<file path="config.mk">
export PLATFORM = sky130hd
export DESIGN_NAME = sdram_refresh_sequencer
export DESIGN_NICKNAME = d
export VERILOG_FILES = /design/src/rtl/sdram_cmd_pkg.sv /design/src/rtl/refresh_interval_timer.sv /design/src/rtl/sdram_refresh_sequencer.sv
export SDC_FILE = /design/constraint.sdc
export NUM_CORES = 1
export LEC_CHECK = 0
export ABC_AREA = 1
export BUFFER_PORTS_ARGS = -buffer_cell sky130_fd_sc_hd__buf_2
export CORE_AREA = 2 2 55 96
export DETAILED_ROUTE_END_ITERATION = 16
export DIE_AREA = 0 0 57 98
export PLACE_DENSITY_LB_ADDON = 0.1
export SLEW_MARGIN = 20
export SYNTH_ARGS = -nofsm -noshare
export SYNTH_HDL_FRONTEND = slang
export SYNTH_SLANG_ARGS = --single-unit
</file>
<file path="constraint.sdc">
create_clock -name clk -period 1.9 [get_ports clk]
set_clock_uncertainty 0.15 [all_clocks]
set_input_delay 0.19 -clock clk [delete_from_list [all_inputs] [get_ports clk]]
set_output_delay 0.19 -clock clk [all_outputs]
set_load 0.02 [all_outputs]
</file>
<file path="src/rtl/sdram_cmd_pkg.sv">
// Shared SDRAM command encodings, refresh sequencer state type and tREFI helper.
package sdram_cmd_pkg;

  // {CS_n, RAS_n, CAS_n, WE_n}
  localparam logic [3:0] CMD_NOP = 4'b0111;
  localparam logic [3:0] CMD_PRE = 4'b0010;
  localparam logic [3:0] CMD_REF = 4'b0001;
  localparam logic [3:0] CMD_ACT = 4'b0011;
  localparam logic [3:0] CMD_RD  = 4'b0101;
  localparam logic [3:0] CMD_WR  = 4'b0100;

  typedef enum logic [2:0] {
    ST_IDLE,
    ST_REQ,
    ST_PRE,
    ST_WAIT_RP,
    ST_REF,
    ST_WAIT_RFC
  } ref_state_t;

  // Truncating conversion of the refresh interval into clock cycles.
  function automatic int unsigned trefi_cycles(input int unsigned clk_hz,
                                               input int unsigned trefi_ns);
    longint unsigned cyc;
    cyc = (longint'(clk_hz) / 64'd1000) * longint'(trefi_ns) / 64'd1_000_000;
    return 32'(cyc);
  endfunction

endpackage

</file>
<file path="src/rtl/refresh_interval_timer.sv">
// Free-running tREFI interval counter feeding a saturating owed-refresh count
// with a sticky overflow flag.
module refresh_interval_timer #(
  parameter int unsigned TREFI_CYCLES = 748,
  parameter int unsigned MAX_OWED     = 8
) (
  input  logic       clk,
  input  logic       reset,
  input  logic       dec,
  output logic       tick,
  output logic [3:0] owed_count,
  output logic       overflow
);

  localparam int unsigned CNT_W = (TREFI_CYCLES > 1) ? $clog2(TREFI_CYCLES) : 1;
  localparam logic [CNT_W-1:0] CNT_LAST = CNT_W'(TREFI_CYCLES - 1);
  localparam logic [3:0] OWED_MAX = 4'(MAX_OWED);

  logic [CNT_W-1:0] r_cnt;
  logic [3:0]       r_owed;
  logic             r_overflow;
  logic             w_tick;

  assign w_tick = (r_cnt == CNT_LAST);

  always_ff @(posedge clk) begin
    if (reset) begin
      r_cnt <= '0;
    end else if (w_tick) begin
      r_cnt <= '0;
    end else begin
      r_cnt <= r_cnt + CNT_W'(1);
    end
  end

  // A tick and a refresh in the same cycle cancel, so overflow cannot be set then.
  always_ff @(posedge clk) begin
    if (reset) begin
      r_owed     <= '0;
      r_overflow <= 1'b0;
    end else begin
      case ({w_tick, dec})
        2'b10: begin
          if (r_owed == OWED_MAX) r_overflow <= 1'b1;
          else                    r_owed     <= r_owed + 4'd1;
        end
        2'b01: begin
          if (r_owed != 4'd0) r_owed <= r_owed - 4'd1;
        end
        default: ;
      endcase
    end
  end

  assign tick       = w_tick;
  assign owed_count = r_owed;
  assign overflow   = r_overflow;

endmodule

</file>
<file path="src/rtl/sdram_refresh_sequencer.sv">
// Controller-side SDRAM auto-refresh executor: requests the command bus when
// refresh is permitted and owed, then issues PRECHARGE-ALL and a REF burst.
module sdram_refresh_sequencer
  import sdram_cmd_pkg::*;
#(
  parameter int unsigned CLK_FREQ_HZ = 96_000_000,
  parameter int unsigned TREFI_NS    = 7800,
  parameter int unsigned TRP_CYCLES  = 3,
  parameter int unsigned TRFC_CYCLES = 7,
  parameter int unsigned MAX_OWED    = 8
) (
  input  logic       clk,
  input  logic       reset,
  input  logic       refresh_en,
  input  logic       ref_gnt,
  output logic       ref_req,
  output logic       ref_active,
  output logic [3:0] cmd,
  output logic       a10,
  output logic [3:0] owed_count,
  output logic       overflow
);

  localparam int unsigned TREFI_CYCLES = trefi_cycles(CLK_FREQ_HZ, TREFI_NS);
  localparam int unsigned WAIT_MAX = (TRP_CYCLES > TRFC_CYCLES) ? TRP_CYCLES : TRFC_CYCLES;
  localparam int unsigned WAIT_W   = (WAIT_MAX > 1) ? $clog2(WAIT_MAX + 1) : 1;
  // Wait states count down to zero, so they are entered with (cycles-1)-1.
  localparam logic [WAIT_W-1:0] RP_LOAD  = WAIT_W'((TRP_CYCLES  > 1) ? TRP_CYCLES  - 2 : 0);
  localparam logic [WAIT_W-1:0] RFC_LOAD = WAIT_W'((TRFC_CYCLES > 1) ? TRFC_CYCLES - 2 : 0);

  ref_state_t        r_state;
  ref_state_t        w_state_nxt;
  logic [WAIT_W-1:0] r_wait;
  logic [WAIT_W-1:0] w_wait_nxt;
  logic              r_ref_req;
  logic              r_ref_active;
  logic [3:0]        r_cmd;
  logic              r_a10;
  logic              w_dec;
  logic              w_tick;
  logic [3:0]        w_owed;
  logic              w_overflow;

  assign w_dec = (r_state == ST_REF);

  refresh_interval_timer #(
    .TREFI_CYCLES (TREFI_CYCLES),
    .MAX_OWED     (MAX_OWED)
  ) u_timer (
    .clk        (clk),
    .reset      (reset),
    .dec        (w_dec),
    .tick       (w_tick),
    .owed_count (w_owed),
    .overflow   (w_overflow)
  );

  always_comb begin
    w_state_nxt = r_state;
    w_wait_nxt  = r_wait;
    case (r_state)
      ST_IDLE: begin
        if (refresh_en && (w_owed != 4'd0)) w_state_nxt = ST_REQ;
      end
      ST_REQ: begin
        if (!refresh_en)  w_state_nxt = ST_IDLE;
        else if (ref_gnt) w_state_nxt = ST_PRE;
      end
      ST_PRE: begin
        if (TRP_CYCLES <= 1) begin
          w_state_nxt = ST_REF;
        end else begin
          w_state_nxt = ST_WAIT_RP;
          w_wait_nxt  = RP_LOAD;
        end
      end
      ST_WAIT_RP: begin
        if (r_wait == '0) w_state_nxt = ST_REF;
        else              w_wait_nxt  = r_wait - WAIT_W'(1);
      end
      ST_REF: begin
        // With no RFC wait the decision is taken before this REF's decrement lands.
        if (TRFC_CYCLES <= 1) begin
          w_state_nxt = (refresh_en && ((w_owed > 4'd1) || w_tick)) ? ST_REF : ST_IDLE;
        end else begin
          w_state_nxt = ST_WAIT_RFC;
          w_wait_nxt  = RFC_LOAD;
        end
      end
      ST_WAIT_RFC: begin
        if (r_wait == '0) w_state_nxt = (refresh_en && (w_owed != 4'd0)) ? ST_REF : ST_IDLE;
        else              w_wait_nxt  = r_wait - WAIT_W'(1);
      end
      default: w_state_nxt = ST_IDLE;
    endcase
  end

  // Outputs are registered from the next state so cmd lines up with r_state.
  always_ff @(posedge clk) begin
    if (reset) begin
      r_state      <= ST_IDLE;
      r_wait       <= '0;
      r_ref_req    <= 1'b0;
      r_ref_active <= 1'b0;
      r_cmd        <= CMD_NOP;
      r_a10        <= 1'b0;
    end else begin
      r_state      <= w_state_nxt;
      r_wait       <= w_wait_nxt;
      r_ref_req    <= (w_state_nxt != ST_IDLE);
      r_ref_active <= (w_state_nxt != ST_IDLE) && (w_state_nxt != ST_REQ);
      r_cmd        <= (w_state_nxt == ST_PRE) ? CMD_PRE :
                      (w_state_nxt == ST_REF) ? CMD_REF : CMD_NOP;
      r_a10        <= (w_state_nxt == ST_PRE);
    end
  end

  assign ref_req    = r_ref_req;
  assign ref_active = r_ref_active;
  assign cmd        = r_cmd;
  assign a10        = r_a10;
  assign owed_count = w_owed;
  assign overflow   = w_overflow;

endmodule
</file>
==> impl_metrics.toml, run 1 <==
[status]
status = "completed"

[power_and_ir_drop]
leakage_nw = 0.7315
cellPowerDensity_nw_per_um2 = 578.6
ir_drop_mv = 0.2831

[sta]
max_freq_mhz = 575.2
post-route-period-util_pct = 91.51
slew_viol_final = 0
fin_hold_ws_ps = 26.25
period_needed_ps = 1739
layout_setup_ws_ps = 161.4
hold_viol_final = 0
finalSetupViolations = 0

[synth]
synth_common_cells = "nand2_1 (42), inv_1 (31), dfxtp_1 (27), nor2_1 (27), nand3_1 (14)"
syn_area_per_cell_um2 = 7.312
synth-seq-cells = 27
syn_area_um2 = 1404
synth_top_family_by_area = "simple AND/OR/NAND/NOR gates"
synth_xor_area_share_pct = 1.248
syn_nets = 201
yosys-top-cells-area = "dfxtp_1 (39%), nand2_1 (11%), inv_1 (8.3%)"
synth-edff-count = 0
ys.flop_type = "dfxtp_1"
ys_warn_count = 0
netlist.area_leader.share_pct = 38.50
synth-compound-area-share_pct = 8.289
synth_cells = 192
synth_area_leader_cell = "dfxtp_1"
synth_mux_area_share_pct = 0
synth-simple-area-share_pct = 35.56
ys_seq_area_share_pct = 38.50
synth_fa_ha_area_share_pct = 4.456
async_flop_share_pct = 0
post-synth-top-count-cell = "nand2_1"
synth_cell_types = 30

[route]
via_count = 1211
wl_per_cell_um = 10.90
ant_nets = 0
route.detailed.drc = 0
first_iter_violations = 11
vias_per_cell = 4.485
first_pass_iters = 4
drt_wl_total_mm = 2.944

[floorplanning]
initial_core_util_pct = 28.95
rows = 34
dieHeight_um = 98
ios = 16
core_area_um2 = 4850
die_area_um2 = 5586
die_w_um = 57

[setup_path]
path_cells = "ha_2 > inv_1 > nor2_4 > nand3_4 > nand2_2 > nand2_1 > nand2_1 > inv_1 > ha_1 > inv_1 > nand2_1 > nand2_1 > nand3_1 > nand2_1 > inv_1"
worst-endpoint-required_ps = 1930
endpoint_kind = "flip-flop"
worstSetupPathType = "reg2reg"
crit_fanout = 3
cp_top_family = "simple AND/OR/NAND/NOR gates"
cpPeakStageDelay_ps = 340
crit_top_cell = "nand2_1"
critPathBufInv = 4
crit_path_top_delay_cell = "dfxtp_1"
cp.arrival_ps = 1770
critPathLaunchType = "flip-flop"

[global_route]
grt_max_degree = 17
track_usage_pct = 11.49
grt.met2_usage_pct = 22.90
antenna_found_initial = 0
grt_use_met3_pct = 1.325
grt_busiest_layer = "met2"
use_met1_pct = 11.48
grt_first_pass_wirelength_mm = 5.099
grt.overflow.total = 0
grt_pass1_vias = 1221

[placement]
post-place-ws_ps = 55.31
place_area_um2 = 1562
placed_cells = 266
gp_congestion = 0.7754
port_buffers = 14
dpl.hpwl_mm = 2.391

[cts]
clk_path_buf_depth = 2
cts_setup_buffers = 0
h-tree-depth = 1
clk_pin_slew_ps = 100
clock_latency_ps = 270
cts_tree = "done"
numCtsBuffers = 3
clock_sinks = 27
cts-root-buf = "clkbuf_8"

[final_layout]
fin_area_um2 = 1624
layout-drive-gt1-share_pct = 19.91
diodes = 0
finish.utilization_pct = 33.49
fin_cells = 270
syn2layout_area_growth_pct = 15.69
nNetsFinal = 226

[job]
maxCapViolations = 0

[hold_path]
worstHoldPathType = "in2reg"
## placed cells by master, fill, tap and decap left out, types with 2 or more instances in the layout
cell / count
nor3_1: 3
o21ai_0: 6
nor2_1: 25
a21oi_1: 8
dfxtp_1: 26
buf_2: 14
nand2_4: 3
ha_1: 4
inv_1: 31
nand4_1: 5
nand2_1: 42
nand2_2: 2
nor2_4: 3
buf_4: 8
nand3_1: 14
clkbuf_8: 3
## worst register-to-register path, stage by stage (launching register included)
cell and delay [ps]:
dfxtp_1 340, ha_2 190, inv_1 70, nor2_4 110, nand3_4 90, nand2_2 70, nand2_1 50, nand2_1 50
inv_1 40, ha_1 160, inv_1 40, nand2_1 60, nand2_1 70, nand3_1 70, nand2_1 60, inv_1 30
## where the power goes
group          switching [mW]  internal (mW)
Clock                   0.183          0.149
Combinational          0.0211         0.0123
Sequential            0.00385          0.571
Total                   0.208          0.732
## state kept, by name, summed over array words and instances, names as in the netlist
name,cells
u_timer.overflow,1
ref_req,1
u_timer.owed_count,4
cmd,3
r_wait,3
ref_active,1
u_timer.r_cnt,10
a10,1
r_state,3
## logic make-up after synthesis
kind of cell               Yosys count
other                                1
xor gates and xnor gates             2
AOI/OAI and AO/OA                   20
buffers and inverters               35
DFF                                 27
adders and majority gates            5
and+or+nand+nor                    102
## timing repair
item | in CTS | in global routing
hold buffers | 0 | 0
hold endpoints to repair | 0 | 0
resized for setup | 0 | 5
endpoints found under the setup margin | 0 | 4
## layout make-up
type	count	area (µm²)
Multi-Input combinational cell	130	711.9
Fill cell	563	3226
Sequential cell	27	541.8
Clock buffer	3	41.29
Clock inverter	1	7.507
Inverter	33	123.9
Timing Repair Buffer	22	130.1
Tap cell	54	67.56
## path summary, 6_finish.rpt
kind | start | endpoint | slack (ps) | cells past startpoint
setup reg to reg | u_timer.r_cnt[1] | u_timer.owed_count[2] | 160 | 15
hold reg to reg | u_timer.overflow | u_timer.overflow | 340 | 2
hold / removal | reset | r_wait[1] | 30 | 2
setup / recovery | u_timer.r_cnt[1] | u_timer.owed_count[2] | 160 | 15
## per-stage QoR
step,TNS (ps),power (mW)
floorplan,0,0.6062
detailed placement,0,0.6206
CTS,0,0.9668
global route,-4.962,0.9929
global placement,0,0.6209
finish,0,0.9396
## metal layers
metal,wire length (µm),vias to the layer above,share of wire [%]
met4,31,0,1.1
met5,0,-,0
met1,1166,557,40
li1,-,646,-
met2,1702,6,58
met3,44,2,1.5
(Power assumes the default switching activity.)
==> inputs of run 2 (changes only) <==
PLACE_DENSITY = 0.5   (was default)
PLACE_DENSITY_LB_ADDON = default   (was 0.1)
REMOVE_ABC_BUFFERS = 1   (was default)
==> run 2 against run 1 <==
  * Via count down 1.7%
  * Worst hold slack better by 3.7 ps
  * Final area up 0.23%
  * Combinational power up 3%
  * Global-route usage down 0.81 points
  * Final cell count down 0.74%
  * Sequential share of layout area up 0.15 points
  * Die area unchanged
  * Worst setup slack worse by 5.5 ps
  * Non-clock buffer count down 2
  * Critical endpoint unchanged
==> impl_metrics.toml, run 2 (synthesis gave the netlist of run 1 again) <==
[status]
status = "completed"

[final_layout]
final_common_cell = "nand2_1"
final_cell_mix = "nand2_1 (42), inv_1 (31), dfxtp_1 (25)"
syn2layout_area_growth_pct = 15.95
layout-drive-gt1-share_pct = 20.56
n_fill_cell = 578
top_register = "u_timer.r_cnt"
largest_reg_flops = 10
nNetsFinal = 224
diodes = 0

[sta]
post-route-period-util_pct = 91.80
tns_ps = 0
layout_setup_ws_ps = 155.8
max_freq_mhz = 573.3
slew_viol_final = 0
hold_viol_final = 0
fin_hold_ws_ps = 29.91
finalSetupViolations = 0
period_needed_ps = 1744

[route]
m1WireLength_mm = 1.172
first_pass_iters = 4
wl_met3_um = 53
ant_nets = 0
via_count = 1190
drt_wl_total_mm = 2.795
wl_met2_mm = 1.530
route.detailed.drc = 0
first_iter_violations = 19
routed.top_layer = "met4"
vias_per_cell = 4.440
wl_per_cell_um = 10.43

[floorplanning]
die_w_um = 57
die_area_um2 = 5586
initial_core_util_pct = 28.95
rows = 34
ios = 16
dieHeight_um = 98
core_area_um2 = 4850

[cts]
clock_latency_ps = 270
holdBufCountCts = 0
post_cts_resized = 0
numCtsBuffers = 3
h-tree-depth = 1
clock_sinks = 27
cts_setup_buffers = 0
cts-root-buf = "clkbuf_8"
clk_pin_slew_ps = 100
clk_path_buf_depth = 2
cts_tree = "done"

[placement]
gp_congestion = 0.7402
dpl.hpwl_mm = 2.278
post-place-ws_ps = 35.80
port_buffers = 14

[power_and_ir_drop]
cellPowerDensity_nw_per_um2 = 580.4
leakage_nw = 0.7182
ir_drop_mv = 0.4430
p_total_uw = 944.8

[global_route]
grt_first_pass_wirelength_mm = 4.747
antenna_found_initial = 0
grt.overflow.total = 0
grt_pass1_vias = 1115
grt_max_degree = 17
track_usage_pct = 10.68

[setup_path]
cp.arrival_ps = 1780
crit_path_top_delay_cell = "dfxtp_4"
crit_top_cell = "nand2_1"
crit_fanout = 4
worst-endpoint-required_ps = 1930
worstSetupPathType = "reg2reg"
endpoint_kind = "flip-flop"
critPathLaunchType = "flip-flop"
path_cells = "ha_4 > inv_1 > nor2_4 > nand3_4 > nand2_2 > nand2_1 > nand2_1 > inv_1 > ha_1 > inv_1 > nand2_1 > nand2_1 > nand3_1 > nand2_1 > inv_1"
cpPeakStageDelay_ps = 380

[job]
maxCapViolations = 0

[hold_path]
worstHoldPathType = "in2reg"
run 2: cell count changes in the layout (fill, tap and decap cells not counted), sizes merged:
| cell | change |
|---|---|
| buf | -2 |
run 2: worst paths after layout:
kind / start / endpoint / slack [ps] / cells past startpoint
max reg2reg: u_timer.r_cnt[0] / u_timer.owed_count[2] / 160 / 15
min: reset / u_timer.owed_count[0] / 30 / 2
max: u_timer.r_cnt[0] / u_timer.owed_count[2] / 160 / 15
min reg2reg: u_timer.r_cnt[0] / u_timer.r_cnt[0] / 290 / 1
run 2: area by class of cell:
class / instances / area, µm² / share of cell area, %
clock buffers: 3 / 41.29 / 2.537
flip-flops and latches: 27 / 545.5 / 33.51
clock inverters: 1 / 7.507 / 0.4612
well taps: 54 / 67.56 / 4.151
repair buffers: 20 / 115.1 / 7.071
multi-input cells: 130 / 726.9 / 44.66
inverters: 33 / 123.9 / 7.610
run 2: metrics by stage:
stage                     cell area [µm²]  instances  utilization, %
final                                1628        268           33.57
after global routing                 1628        268           33.57
after CTS                            1595        268           32.89
after detailed placement             1546        264           31.89
after global placement               1546        264           31.89
after floorplan                      1364        190               -
run 2: worst max-delay path: cells and delay by family (launching register included):
kind | cells | cell delay (ps)
buffers and inverters | 4 | 180
DFF | 1 | 380
and+or+nand+nor | 9 | 660
adders and majority gates | 2 | 300
run 2: power by group:
part | switching, mW | internal (mW)
clock network | 0.184 | 0.149
registers | 0.00635 | 0.571
logic | 0.0206 | 0.0137
run 2: layer usage:
| layer | vias to the layer above | GRT usage, % |
|---|---|---|
| li1 | 645 | - |
| met4 | 0 | 4.651 |
| met3 | 2 | 0.7947 |
| met5 | - | 0 |
| met1 | 529 | 11.36 |
| met2 | 14 | 20.51 |
